`src/rtl/adder_sequencer.sv`:
```
// Wide add/subtract built by time-multiplexing one 4-bit ripple-carry adder,
// one nibble per cycle LSB first, with valid/ready handshakes on both sides.

module full_adder (
  input  logic a,
  input  logic b,
  input  logic ci,
  output logic s,
  output logic co
);
  assign s  = a ^ b ^ ci;
  assign co = (a & b) | (ci & (a ^ b));
endmodule

module ripple_carry_adder_4bit (
  input  logic [3:0] a,
  input  logic [3:0] b,
  input  logic       cin,
  output logic [3:0] sum,
  output logic       cout
);
  logic [4:0] c;

  assign c[0] = cin;

  for (genvar i = 0; i < 4; i++) begin : g_bit
    full_adder u_fa (
      .a  (a[i]),
      .b  (b[i]),
      .ci (c[i]),
      .s  (sum[i]),
      .co (c[i+1])
    );
  end

  assign cout = c[4];
endmodule

module adder_sequencer #(
  parameter int NIBBLES = 4
) (
  input  logic                   CLK,
  input  logic                   RST_N,
  input  logic                   IN_VALID,
  output logic                   IN_READY,
  input  logic [4*NIBBLES-1:0]   A,
  input  logic [4*NIBBLES-1:0]   B,
  input  logic                   CIN,
  input  logic                   SUB,
  output logic                   OUT_VALID,
  input  logic                   OUT_READY,
  output logic [4*NIBBLES-1:0]   SUM,
  output logic                   COUT,
  output logic                   OVF
);
  localparam int W  = 4 * NIBBLES;
  localparam int IW = (NIBBLES > 1) ? $clog2(NIBBLES) : 1;

  typedef enum logic [1:0] {
    IDLE = 2'd0,
    RUN  = 2'd1,
    DONE = 2'd2
  } state_e;

  state_e        state_q, state_d;
  logic [IW-1:0] idx_q, idx_d;
  logic          carry_q, carry_d;
  logic [W-1:0]  a_q, a_d;
  logic [W-1:0]  b_q, b_d;   // effective B: already inverted for subtract
  logic [W-1:0]  sum_q, sum_d;
  logic          cout_q, cout_d;
  logic          ovf_q, ovf_d;

  logic [3:0]    nib_a, nib_b, rca_sum;
  logic          rca_cout;
  logic          last_nib;

  assign nib_a    = a_q[{idx_q, 2'b00} +: 4];
  assign nib_b    = b_q[{idx_q, 2'b00} +: 4];
  assign last_nib = (idx_q == IW'(NIBBLES - 1));

  ripple_carry_adder_4bit u_rca (
    .a    (nib_a),
    .b    (nib_b),
    .cin  (carry_q),
    .sum  (rca_sum),
    .cout (rca_cout)
  );

  always_comb begin
    state_d = state_q;
    idx_d   = idx_q;
    carry_d = carry_q;
    a_d     = a_q;
    b_d     = b_q;
    sum_d   = sum_q;
    cout_d  = cout_q;
    ovf_d   = ovf_q;
    case (state_q)
      IDLE: begin
        if (IN_VALID) begin
          a_d     = A;
          b_d     = SUB ? ~B : B;
          carry_d = SUB | CIN;   // subtract is A + ~B + 1
          idx_d   = '0;
          state_d = RUN;
        end
      end
      RUN: begin
        sum_d[{idx_q, 2'b00} +: 4] = rca_sum;
        carry_d = rca_cout;
        if (last_nib) begin
          cout_d  = rca_cout;
          ovf_d   = (a_q[W-1] == b_q[W-1]) && (rca_sum[3] != a_q[W-1]);
          idx_d   = '0;
          state_d = DONE;
        end else begin
          idx_d = idx_q + IW'(1);
        end
      end
      DONE: begin
        if (OUT_READY) state_d = IDLE;
      end
      default: state_d = IDLE;
    endcase
  end

  always_ff @(posedge CLK) begin
    if (!RST_N) begin
      state_q <= IDLE;
      idx_q   <= '0;
      carry_q <= 1'b0;
      a_q     <= '0;
      b_q     <= '0;
      sum_q   <= '0;
      cout_q  <= 1'b0;
      ovf_q   <= 1'b0;
    end else begin
      state_q <= state_d;
      idx_q   <= idx_d;
      carry_q <= carry_d;
      a_q     <= a_d;
      b_q     <= b_d;
      sum_q   <= sum_d;
      cout_q  <= cout_d;
      ovf_q   <= ovf_d;
    end
  end

  assign IN_READY  = RST_N && (state_q == IDLE);
  assign OUT_VALID = (state_q == DONE);
  assign SUM       = sum_q;
  assign COUT      = cout_q;
  assign OVF       = ovf_q;
endmodule

```
`config.mk`:
```
export PLATFORM = sky130hd
export DESIGN_NAME = adder_sequencer
export DESIGN_NICKNAME = d
export VERILOG_FILES = /design/src/rtl/adder_sequencer.sv
export SDC_FILE = /design/constraint.sdc
export NUM_CORES = 1
export LEC_CHECK = 0
export ABC_CLOCK_PERIOD_IN_PS = 8600
export CORE_MARGIN = 2
export CORE_UTILIZATION = 54
export DETAILED_ROUTE_END_ITERATION = 8
export PLACE_DENSITY = 0.85
export SETUP_SLACK_MARGIN = 0.15
export SLEW_MARGIN = 15
export SYNTH_ARGS = -nofsm -noshare
export SYNTH_HDL_FRONTEND = slang
export SYNTH_HIERARCHICAL = 1
export SYNTH_SLANG_ARGS = --single-unit
```
`constraint.sdc`:
```
create_clock -name CLK -period 8.6 [get_ports CLK]
set_clock_uncertainty 0.15 [all_clocks]
set_input_delay 2.58 -clock CLK [delete_from_list [all_inputs] [get_ports CLK]]
set_output_delay 2.58 -clock CLK [all_outputs]
set_load 0.01 [all_outputs]
```
* Word-level counts from Yosys, hierarchy flattened
Cells that the tools add are included.
** Storage, ports and cells
- Bits in registers :: 55
** Operators by class
- Add/sub/neg operators :: 2
- Eq/ne operators :: 8
- Shift-type cells :: 4
- Mux-type cells :: 11
- Bitwise gates (word level) :: 22
- Reduce and logical (&&, ||, !) cells :: 8
** Operators with widths (count)
- $shiftx A16 B5 Y4 :: 2
- $bwmux W16 :: 1
- $mux W16 :: 1
- $not A16 Y16 :: 1
- $shift A4 B6 Y16 const A :: 1
- $shiftx A4 B6 Y16 :: 1
- $mux W2 :: 5
- $and A1 B1 Y1 :: 8
- $xor A1 B1 Y1 :: 8
- $neg A4 Y6 :: 1
- $pmux W2 S3 :: 1
- $reduce_and A2 Y1 :: 3
- $or A1 B1 Y1 :: 5
- $eq A2 B2 Y1 const B :: 2
- $ne A2 B2 Y1 const B :: 2
- $pmux W2 S2 :: 1
- $reduce_and A3 Y1 :: 1
- $add A2 B1 Y2 const B :: 1
- $eq A2 B1 Y1 const B :: 1
- $logic_and A1 B1 Y1 :: 2
- $logic_not A2 Y1 :: 1
- $ne A2 B1 Y1 const B :: 1
- $pmux W1 S2 :: 1
- $reduce_bool A2 Y1 :: 1
- 3 further kinds :: 3

* Depth between registers and ports, before layout
Gate-level depths: netlist of run 1.
- Depth after elaboration :: 11
- Gate-level depth with buffers :: 9

* Cells and area by module
Netlist of run 1, hierarchy kept.
** Modules (own cells, without submodules)
- adder_sequencer :: instances 1, cells each 259, area an instance 2534.9 µm²
- full_adder :: instances 4, cells each 1, area an instance 20.0 µm²

* Worst setup path before layout of run 1
OpenSTA, ideal clock, no wires.
- Path kind :: input port to output port
- From :: input RST_N
- To :: output IN_READY
- Arrival :: 3.111 ns
- Required time :: 5.870 ns
- Path slack :: 2.759 ns
- Cell stages on the path :: 3
- Path buffers :: 1
- Path through :: clkbuf_1 -> nand2b_1 -> nor2_1
** Between the ends
- Cells in the longest elaborated chain, start to end :: 1
** RTL lines
- from (decl) :: line 43 : input logic RST_N,
- $logic_and A1 B1 Y1 :: line 150 : assign IN_READY = RST_N && (state_q == IDLE);
- to (decl) :: line 45 : output logic IN_READY,
No other way between the ends.

* Worst setup path in the final report of run 1
Same ends and word-level chain as after synthesis.

==> results.json, run 1 <==
{
  "status": "finished clean",
  "first_pass_iters": 4,
  "numCtsBuffers": 5,
  "placement_rows": 25,
  "drv_slew": 0,
  "slew_headroom_pct": 43.7,
  "netlist.area_leader.share_pct": 42.1,
  "syn_nets": 310,
  "power_frac_clock_pct": 32.0,
  "worst_ep_arrival_time_ns": 4.34,
  "dp.cells": 356,
  "synthSimpleGateAreaFrac_pct": 17.1,
  "die-area_mm2": 0.00542,
  "stdcell_count": 364,
  "die_x_um": 73.6,
  "synth_edf_count": 0,
  "grt_max_degree": 58,
  "path_clk_slew_ns": 0.09,
  "crit_path_cell_trace": "clkdlybuf4s50_1, buf_4, nand2b_1, nor2_1, clkdlybuf4s50_1",
  "dp_slack_ns": 1.54,
  "setup_slack_ns": 1.53,
  "h-tree-depth": 2,
  "fp.coreArea_mm2": 0.00469,
  "synth.yosys.warnings": 6,
  "synth-seq-cells": 55,
  "p_comb_share_pct": 17.2,
  "drt_iter0_markers": 114,
  "antenna_found_initial": 0,
  "cts_tree": "built",
  "fin_crit_sh_pct": 82.2,
  "portBuffers": 57,
  "insertion_delay_ns": 0.32,
  "rsz0062_at_grt": "no",
  "synth.distinct_cells": 36,
  "tns_ns": 0,
  "path_max_fanout": 57,
  "post_cts_resized": 0,
  "finalSetupViolations": 0,
  "period_minus_slack_ns": 7.07,
  "nNetsFinal": 356,
  "p_leak_nw": 1.35,
  "synth-compound-area-share_pct": 18.3,
  "syn_avg_cell_area_um2": 9.94,
  "slowest_stage": "clkdlybuf4s50_1",
  "synthXorXnorAreaFrac_pct": 5.36,
  "grt-ovfl-total": 0,
  "post_cts_buffers": 0,
  "peakVddDrop_mv": 0.0775,
  "power_switching_w": 0.000136,
  "worst_pin_slew_ns": 0.842,
  "drv_cap": 0,
  "synthTopCellsByCount": "nand2_1, dfxtp_1, a21boi_1, o211a_1, xnor2_1",
  "p_int_w": 0.000415,
  "finalHoldViolations": 0,
  "swShare_pct": 24.7,
  "drt_wl_total_um": 5160,
  "p_seq_share_pct": 50.8,
  "ant_nets": 0,
  "cts_sinks": 55,
  "drc": 0,
  "cp-start-kind": "input pin",
  "netlist_instances": 263,
  "cpPeakStageDelay_ns": 0.55,
  "max_freq_mhz": 141,
  "synth.yosys.seq_area_share_pct": 42.1,
  "num_io_pins": 58,
  "via_per_inst": 5.43,
  "grt_usage_pct": 20.7,
  "synthTopCellsByArea": "dfxtp_1, nand2_1, mux4_2, o211a_1, xnor2_1",
  "synth_top_family_by_area": "compound AO/OA/AOI/OAI gates",
  "crit_path_frequent_cell": "clkdlybuf4s50_1",
  "required_ns": 5.87,
  "critical_path_class": "input pin to output port",
  "wire_per_inst_um": 14.2,
  "gp_congestion": 0.799,
  "area_growth_pct": 26.3,
  "utilization_pct": 70.4,
  "start_util_pct": 55.7,
  "worstHoldPathType": "flop to flop",
  "ctsHoldBuffers": 0,
  "drive_gt1_share_pct": 8.06,
  "dp_hpwl_um": 3770,
  "async_flop_share_pct": 0,
  "synthAdderAreaFrac_pct": 5.45,
  "synth_area_mm2": 0.00262,
  "power_density_mw_per_mm2": 167,
  "clk_root_buffer_cell": "clkbuf_8",
  "synth_mux_area_share_pct": 8.04,
  "synth_top_area_cell": "dfxtp_1",
  "ys.flop_type": "dfxtp_1",
  "clk_path_buf_depth": 2,
  "n_antenna_cell": 0,
  "first_global_vias": 1828,
  "grt_pass1_wl_um": 8410,
  "yosysMostFrequentCell": "nand2_1",
  "via_count": 1975,
  "crit_path_end_kind": "output port",
  "die_y_um": 73.6
}
## layout make-up
cell class	instances	area (um^2)
fill	390	1390
multi-input combinational	186	1420
inverter	2	7.51
timing repair buffer	59	586
clock buffer	6	82.6
clock inverter	2	35.0
sequential	55	1100
tap	54	67.6
## power by group through the flow
stage | combinational [W] | clock, W | sequential (W)
finish | 0.0000949 | 0.000176 | 0.000280
CTS | 0.0000955 | 0.000179 | 0.000280
global route | 0.000104 | 0.000188 | 0.000282
global placement | 0.0000931 | 0 | 0.000285
detailed placement | 0.0000949 | 0 | 0.000286
floorplan | 0.0000655 | 0 | 0.000281
## critical path, delay by kind of cell
family / cells / cell delay (ns)
buffers and inverters: 3 / 1.42
AND/OR/NAND/NOR: 2 / 0.33
## cells in the final DEF, fill, tap and decap left out, drive strengths merged, types with 2 or more instances in the layout
cell type / instances
o22ai: 10
a21oi: 3
buf: 2
o211a: 16
a21boi: 17
a2bb2oi: 2
ha: 5
mux4: 8
dfxtp: 55
or3b: 2
nand2b: 3
a22o: 4
nor2b: 8
inv: 2
xnor2: 16
mux2i: 3
clkbuf: 6
and3b: 3
nor2: 4
nand4b: 2
clkdlybuf4s50: 57
nand2: 64
fa: 4
## logic make-up (layout without fill, tap and decap cells)
| family | after synthesis | in the layout |
|---|---|---|
| AO/OA/AOI/OAI | 57 | 57 |
| XOR/XNOR | 16 | 16 |
| buffers and inverters | 22 | 69 |
| AND/OR/NAND/NOR | 93 | 93 |
| adder cells (fa/ha/maj) | 9 | 9 |
| flip-flops | 55 | 55 |
| multiplexers | 11 | 11 |
## per-stage QoR
stage                     instance area [um^2]  hold slack, ns  power (W)
after floorplan                           2620           0.282   0.000346
after global placement                    3190           0.291   0.000378
after detailed placement                  3190           0.297   0.000381
after CTS                                 3300           0.310   0.000555
after global routing                      3300           0.330   0.000573
final                                     3300           0.311   0.000551
## per-layer routing
layer  share of wire, %  GRT usage, %  up-vias  routed length [um]
li1                   -             -     1001                   -
met2                 53          36.6       45                2730
met3                3.8          4.94        6                 196
met1                 42          24.2      923                2170
met4                1.2          7.88        0                  63
met5                  0             0        -                   0
## registers in the layout (all words and copies together) (netlist names)
| signal | flops |
|---|---|
| carry_q | 1 |
| SUM | 16 |
| state_q | 2 |
| b_q | 16 |
| COUT | 1 |
| OVF | 1 |
| idx_q | 2 |
| a_q | 16 |
## final timing paths
path	startpoint	endpoint	slack (ns)	cells after the start
min reg2reg	a_q[11]$_SDFFE_PN0P_	a_q[11]$_SDFFE_PN0P_	0.31	2
max	RST_N	IN_READY	1.53	5
max reg2reg	idx_q[0]$_SDFFE_PN0P_	OVF$_SDFFE_PN0P_	4.63	8
min	a_q[11]$_SDFFE_PN0P_	a_q[11]$_SDFFE_PN0P_	0.31	2
Note: power is estimated with default switching activity, not from simulation.
==> inputs of run 2 (changes only) <==
ABC_CLOCK_PERIOD_IN_PS = 7250   (was 8600)
CORE_UTILIZATION = 50   (was 54)
PLACE_DENSITY = 0.79   (was 0.85)
clock period = 7.25 ns   (was 8.6 ns; I/O delays follow)
==> results.json, run 2 (same netlist as run 1, synthesis figures left out) <==
{
  "path_max_fanout": 3,
  "cts_sinks": 55,
  "clk_path_buf_depth": 2,
  "p_leak_nw": 1.35,
  "area_growth_pct": 27.2,
  "drv_cap": 0,
  "max_freq_mhz": 174,
  "h-tree-depth": 2,
  "final_common_cell": "nand2_1",
  "placement_rows": 26,
  "dp_hpwl_um": 3710,
  "cpPeakStageDelay_ns": 0.55,
  "die-area_mm2": 0.00582,
  "final_cell_mix": "nand2_1, clkdlybuf4s50_1, dfxtp_1",
  "period_minus_slack_ns": 5.74,
  "rsz0062_at_grt": "no",
  "ctsHoldBuffers": 0,
  "peakVddDrop_mv": 0.128,
  "grt_pass1_wl_um": 9130,
  "worst_pin_slew_ns": 0.891,
  "cp_top_family": "buffers and inverters",
  "drive_gt1_share_pct": 8.06,
  "whs_ns": 0.307,
  "post_cts_resized": 0,
  "via_per_inst": 5.29,
  "start_util_pct": 51.5,
  "numCtsBuffers": 5,
  "nNetsFinal": 356,
  "grt-ovfl-total": 0,
  "die_x_um": 76.3,
  "worst_ep_arrival_time_ns": 3.42,
  "gp_congestion": 0.837,
  "drt_wl_total_um": 5200,
  "rrSetupSlack_ns": 3.18,
  "finalSetupViolations": 0,
  "power_density_mw_per_mm2": 198,
  "grt_max_degree": 57,
  "num_io_pins": 58,
  "path_clk_slew_ns": 0.10,
  "via_count": 2011,
  "portBuffers": 57,
  "first_pass_iters": 4,
  "drt_iter0_markers": 100,
  "worstHoldPathType": "flop to flop",
  "crit_buf_inv": 2,
  "finalHoldViolations": 0,
  "slew_headroom_pct": 40.5,
  "critical_path_class": "input pin to output port",
  "first_global_vias": 1959,
  "fin_crit_sh_pct": 79.2,
  "grt_usage_pct": 19.2,
  "die_y_um": 76.3,
  "required_ns": 4.93,
  "crit_path_end_kind": "output port",
  "clk_root_buffer_cell": "clkbuf_8",
  "fp.coreArea_mm2": 0.00507,
  "antenna_found_initial": 0,
  "cts_tree": "built",
  "status": "finished clean",
  "crit_path_cell_trace": "clkdlybuf4s50_1, nand2b_1, nor2_1, clkdlybuf4s50_1",
  "wire_per_inst_um": 13.7,
  "tns_ns": 0,
  "drc": 0,
  "power_w": 0.000658,
  "drv_slew": 0,
  "slowest_stage": "clkdlybuf4s50_1",
  "insertion_delay_ns": 0.31,
  "ant_nets": 0,
  "n_antenna_cell": 0,
  "crit_path_frequent_cell": "clkdlybuf4s50_1",
  "post_cts_buffers": 0,
  "cp-start-kind": "input pin"
}
==> run 2: final timing paths <==
path                          from             endpoint  cells after the start
min            a_q[0]$_SDFFE_PN0P_  a_q[0]$_SDFFE_PN0P_                      2
min reg2reg    a_q[0]$_SDFFE_PN0P_  a_q[0]$_SDFFE_PN0P_                      2
max                          RST_N             IN_READY                      4
max reg2reg  idx_q[0]$_SDFFE_PN0P_     OVF$_SDFFE_PN0P_                      8
==> run 2: through the flow <==
step / std cells / setup WS (ns) / area, um^2 / utilization (%)
2_1_floorplan: 263 / 2.22 / 2620 / -
3_3_place_gp: 372 / 1.54 / 3210 / 63.2
3_5_place_dp: 372 / 1.51 / 3210 / 63.2
4_1_cts: 380 / 1.50 / 3330 / 65.6
5_1_grt: 380 / 1.45 / 3330 / 65.6
6_report: 380 / 1.51 / 3330 / 65.6
==> run 2: layer usage <==
layer  up-vias  routed length (um)  track usage (%)
met4         0                  84             6.36
met3         7                 289             5.21
li1       1006                   -                -
met2        56                2470             31.3
met1       942                2360             24.6
met5         -                   0                0
==> run 2: where the power goes <==
group	leakage [nW]	total (W)	switching [W]	internal, W
Combinational	0.839	0.000114	0.0000518	0.0000619
Clock	0.0618	0.000213	0.0000995	0.000114
Sequential	0.450	0.000332	0.0000130	0.000319
==> run 2: worst reg2reg max path, cell delays in order (launching register included) <==
cell     delay, ns
dfxtp_1       0.92
mux4_2        0.65
fa_1          0.45
fa_1          0.40
fa_1          0.39
fa_1          0.58
and3b_1       0.20
a21oi_1       0.14
a21oi_1       0.08
==> run 2: area by class of cell <==
class / instances / area, um^2
fill: 431 / 1750
inverter: 2 / 7.51
tap: 70 / 87.6
clock inverter: 2 / 38.8
timing repair buffer: 59 / 586
sequential: 55 / 1100
multi-input combinational: 186 / 1420
clock buffer: 6 / 82.6
